### src/rtl/pipeline_types.sv
// rtl/pipeline_types.sv - instruction entry type shared by fetch, instruction queue and id
package pipeline_types;

   typedef struct packed {
      logic [31:0] pc;
      logic [31:0] inst;
      logic        is_exception;
      logic [6:0]  exception_cause;
      logic        pre_is_branch;
      logic        pre_taken;
      logic [31:0] pre_branch_addr;
   } inst_entry_t;

endpackage

### src/rtl/inst_queue.sv
// rtl/inst_queue.sv - two-in/one-out decoupling instruction queue between fetch and id
module inst_queue
   import pipeline_types::*;
#(
   parameter int DEPTH = 8
) (
   input  logic                       clk,
   input  logic                       rst,
   input  logic                       flush,
   input  logic                       pause,
   input  logic [1:0]                 in_valid,
   input  inst_entry_t                in_entry0,
   input  inst_entry_t                in_entry1,
   output logic                       in_ready,
   output logic                       out_valid,
   output inst_entry_t                out_entry,
   output logic [$clog2(DEPTH):0]     count
);

   localparam int PTR_W = $clog2(DEPTH);
   localparam int CNT_W = PTR_W + 1;

   inst_entry_t             mem_q [DEPTH];
   inst_entry_t             mem_d [DEPTH];
   logic [PTR_W-1:0]        rd_ptr_q, rd_ptr_d;
   logic [PTR_W-1:0]        wr_ptr_q, wr_ptr_d;
   logic [PTR_W-1:0]        wr_ptr_p1;
   logic [CNT_W-1:0]        count_q, count_d;
   logic [CNT_W-1:0]        enq_n;
   logic                    deq;

   // Ready looks only at registered occupancy so pause never reaches fetch combinationally.
   assign in_ready  = (count_q <= CNT_W'(DEPTH - 2));
   assign out_valid = (count_q != '0);
   assign out_entry = out_valid ? mem_q[rd_ptr_q] : '0;
   assign count     = count_q;
   assign wr_ptr_p1 = wr_ptr_q + PTR_W'(1);

   always_comb begin
      enq_n = '0;
      if (in_ready && !flush) begin
         case (in_valid)
            2'b01:   enq_n = CNT_W'(1);
            2'b11:   enq_n = CNT_W'(2);
            default: enq_n = '0;
         endcase
      end
      deq = out_valid && !pause && !flush;

      if (flush) begin
         rd_ptr_d = '0;
         wr_ptr_d = '0;
         count_d  = '0;
      end else begin
         rd_ptr_d = rd_ptr_q + PTR_W'(deq);
         wr_ptr_d = wr_ptr_q + PTR_W'(enq_n);
         count_d  = count_q + enq_n - CNT_W'(deq);
      end
   end

   always_comb begin
      for (int i = 0; i < DEPTH; i++) begin
         mem_d[i] = mem_q[i];
      end
      if (enq_n != '0) begin
         mem_d[wr_ptr_q] = in_entry0;
      end
      if (enq_n == CNT_W'(2)) begin
         mem_d[wr_ptr_p1] = in_entry1;
      end
   end

   always_ff @(posedge clk or negedge rst) begin
      if (!rst) begin
         rd_ptr_q <= '0;
         wr_ptr_q <= '0;
         count_q  <= '0;
      end else begin
         rd_ptr_q <= rd_ptr_d;
         wr_ptr_q <= wr_ptr_d;
         count_q  <= count_d;
      end
   end

   always_ff @(posedge clk) begin
      for (int i = 0; i < DEPTH; i++) begin
         mem_q[i] <= mem_d[i];
      end
   end

endmodule

### config.mk
export PLATFORM = sky130hd
export DESIGN_NAME = inst_queue
export DESIGN_NICKNAME = d
export VERILOG_FILES = /design/src/rtl/pipeline_types.sv /design/src/rtl/inst_queue.sv
export SDC_FILE = /design/constraint.sdc
export NUM_CORES = 2
export LEC_CHECK = 0
export BUFFER_PORTS_ARGS = -buffer_cell sky130_fd_sc_hd__buf_2
export CAP_MARGIN = 20
export CORE_MARGIN = 2
export CORE_UTILIZATION = 40
export DETAILED_ROUTE_END_ITERATION = 7
export PLACE_DENSITY_LB_ADDON = 0.25
export SYNTH_ARGS = -nofsm -noshare
export SYNTH_HDL_FRONTEND = slang
export SYNTH_SLANG_ARGS = --single-unit
### constraint.sdc
create_clock -name clk -period 2.4 [get_ports clk]
set_input_delay 0.24 -clock clk [delete_from_list [all_inputs] [get_ports clk]]
set_output_delay 0.24 -clock clk [all_outputs]
set_load 0.02 [all_outputs]
==> metrics.md <==
| Metric | Value |
|---|---|
| CP arrival | 2.72 ns |
| HP Class | input port to register |
| CP Capture Type | output port |
| H-tree levels | 3 |
| P_sw | 0.0208 W |
| Largest cells by area after synthesis | dfxtp_1 38%, mux2_2 28%, mux4_2 11%, o41ai_1 4.1%, nand2_1 3.5% |
| CP peak stage delay | 0.55 ns |
| Max_slew headroom | 0.500 |
| DRT Wirelength | 186 mm |
| CP Launch Type | register |
| Xor and xnor area share after synthesis | 0.00116 |
| Total power density per cell area | 972 mW/mm2 |
| Vias in the first global route | 36.8k |
| Die Y | 340 um |
| Core box area | 0.112 mm2 |
| Warnings, synthesis | 0 |
| First-pass GRT wire length | 236 mm |
| Crit share post-route | 1.23 |
| Standard-cell rows | 123 |
| Cells after Synth | 4096 |
| Compound-Gate Fraction of Synth Area | 0.0710 |
| CP Cell Sequence | buf_16 -> buf_4 -> buf_12 -> mux4_2 -> mux2i_1 -> nor2_1 -> buf_2 |
| Number of max-cap violations | 0 |
| Internal power | 0.0404 W |
| CTS sink cnt | 858 |
| Share of cells above drive strength 1 | 0.498 |
| Hold WS | 0.106 ns |
| DRC violations left | 0 |
| Final Hold Vio Count | 0 |
| Worst-path clk slew | 0.07 ns |
| Die W | 340 um |
| Clock Skews | 0.0206 ns |
| Sequential share of power | 0.343 |
| Max-slew violations | 0 |
| Period minus WS final | 2.96 ns |
| Iter 0 DRT Violations | 3806 |
| GPL Wtd Cong | 0.805 |
| CTS tree | built |
| Worst setup margin | -0.559 ns |
| Fmax | 338 MHz |
| Synth Register Bits | 858 |
| Comb pwr share | 0.405 |
| Clk buf depth | 3 |
| Clk_lat worst skew | 0.70 ns |
| Final #Nets | 4962 |
| Clk pwr share | 0.252 |
| Worst Tran Pin Value | 0.749 ns |
| Placed Cells incl. Taps | 5718 |
| Largest family of logic cells by synthesized area | multiplexers |
| Synth Area per Inst | 11.0 um2 |
| Total CTS buffers | 99 |
| Cell area after synthesis | 0.0452 mm2 |
| Gr usage total | 0.264 |
| Kind of critical path | register to output port |
| Unrepaired setup endpoints after global routing | yes |
| Layout Utilization | 0.560 |
| Outcome | complete, but fails checks |
| IO Pins | 330 |
| Routed vias | 38.8k |
| Synth Area in Simple Gates | 0.0742 |
| Area share of fa/ha/maj cells after synthesis | 0.00393 |
| Synth top area share | 0.375 |
| Fin cells | 6321 |
| Seq/Total Area, Yosys | 0.381 |
| Largest net degree at the start of global routing | 113 |
| Antenna viol nets, final | 0 |
| Wire length per cell | 29.4 um |
| Post-Syn Nets | 4327 |
| Overall Power | 0.0612 W |
| Yosys top cell by area | dfxtp_1 |
| CP Max Fanout | 12 |
| CTS root buf | clkbuf_16 |
| PortBufs | 329 |
| # fillers | 9285 |
| Peak supply drop | 0.000809 V |
| Area grow syn2layout | 39.1% |
| Gr ovfl total | 0 |
| Switching Share | 0.339 |
| Violations in the final reports | negative setup slack |
| Worst-path cell with the longest stage delay | mux4_2 |
| Die ar. | 0.116 mm2 |
| Post-DP HPWL | 90.9 mm |
| Starting Density | 0.403 |
| Finish-stage setup viols | 661 |
| Leakage | 27.4 nW |
| Synth cell types | 41 |
| Mux cell area share after synthesis | 0.423 |
| Initial antenna violation count | 11 |
| Drt first pass iters | 5 |
| WP data required | 2.16 ns |
| Vias per inst | 6.14 |
cells by family (layout without fill, tap and decap cells):
group	count (synthesis)	count (layout)
other	0	11
flip-flops	858	858
AND/OR/NAND/NOR	787	787
adder cells (fa/ha/maj)	13	13
multiplexers	1486	1486
buffers and inverters	518	1232
AO/OA/AOI/OAI	428	428
XOR/XNOR	6	6
placed cells by master (no fill, tap or decap), drive strengths merged, types with 113 or more instances in the layout:
| cell | count |
|---|---|
| dfxtp | 848 |
| dlygate4sd3 | 214 |
| nor3 | 213 |
| o41ai | 212 |
| buf | 649 |
| clkbuf | 210 |
| nor2 | 113 |
| a31oi | 210 |
| mux4 | 212 |
| inv | 122 |
| nand2 | 423 |
| mux2 | 1166 |
power by group through the flow:
| stage | sequential, W | combinational (W) | clock (W) |
|---|---|---|---|
| floorplan | 0.0203 | 0.0132 | 0 |
| CTS | 0.0207 | 0.0219 | 0.0155 |
| detailed placement | 0.0210 | 0.0192 | 0 |
| global route | 0.0214 | 0.0260 | 0.0161 |
| global placement | 0.0209 | 0.0188 | 0 |
| finish | 0.0210 | 0.0248 | 0.0154 |
timing repair:
| item | 4_1_cts | 5_1_grt |
|---|---|---|
| setup buffers | 39 | 57 |
| pin swaps | 13 | 23 |
| gates cloned | 23 | 86 |
| endpoints found under the setup margin | 282 | 837 |
| hold endpoints to repair | 858 | 0 |
| hold buffers | 214 | 0 |
| resized for setup | 166 | 836 |
worst paths after layout:
check                                      start                    end  slack [ns]  depth (start not counted)
hold reg to reg            mem_q[1][105]$_DFF_P_  mem_q[1][105]$_DFF_P_        0.47                          2
setup reg to reg              count[3]$_DFF_PN0_   mem_q[7][80]$_DFF_P_       -0.37                         11
max in group asynchronous                    rst  wr_ptr_q[2]$_DFF_PN0_        1.30                          3
hold / removal                       in_valid[1]  wr_ptr_q[1]$_DFF_PN0_        0.11                          4
min in group asynchronous                    rst  rd_ptr_q[1]$_DFF_PN0_        0.65                          3
setup / recovery           rd_ptr_q[0]$_DFF_PN0_          out_entry[20]       -0.56                          7
metrics by stage:
stage	TNS, ns	instance area, um2	worst slack (ns)
final	-118.84	62900	-0.559
after global routing	-152.16	62900	-0.608
after CTS	-92.79	57100	-0.538
after detailed placement	-2.94	50000	-0.0945
after global placement	-1.12	50000	-0.0481
after floorplan	-3.73	45300	-0.0978
layout make-up:
cell class / instances / area, um2 / share of cell area
diodes: 11 / 27.5 / 0.000438
clock inverters: 39 / 359 / 0.00571
clock buffers: 141 / 2920 / 0.0464
repair buffers: 933 / 10900 / 0.173
flip-flops and latches: 858 / 17200 / 0.274
multi-input cells: 2720 / 29200 / 0.464
well taps: 1500 / 1880 / 0.0298
inverters: 119 / 457 / 0.00726
worst max-delay path: cells and delay by family, from the launching register on:
family | cells | cell delay, ns
buffers and inverters | 4 | 0.67
flip-flops | 1 | 0.49
multiplexers | 2 | 0.77
AND/OR/NAND/NOR | 1 | 0.09
cell usage after synthesis, drive strengths merged:
cell    instances
mux2         1166
or2             3
buf           139
xor2            2
xnor2           4
nand2b          1
clkinv          1
a21bo           1
and3            2
nand2         423
mux4          212
nor3          213
a21o            1
nor4bb          3
or3             1
clkbuf        260
a21boi          1
dfxtp         848
dfrtp          10
and2            1
nand3           4
mux2i         108
nand4b          2
a21oi           3
nor4            1
nor2          113
ha             11
inv           118
and4            3
a31oi         210
nor4b           1
fa              2
nand4           9
o41ai         212
or4             1
nor2b           6
state kept, by name, summed over array words and instances, names as in the netlist:
register	flops
mem_q	848
count	4
rd_ptr_q	3
wr_ptr_q	3
layer usage:
metal	up-vias	global-route usage	share of wire	wire length, um
met2	1983	0.442	0.47	88000
met5	-	0	0.00050	92
met4	14	0.0946	0.038	7040
met1	19800	0.345	0.41	76200
li1	16600	-	-	-
met3	408	0.0391	0.077	14300
No activity file was read; power rests on OpenSTA's default activity.
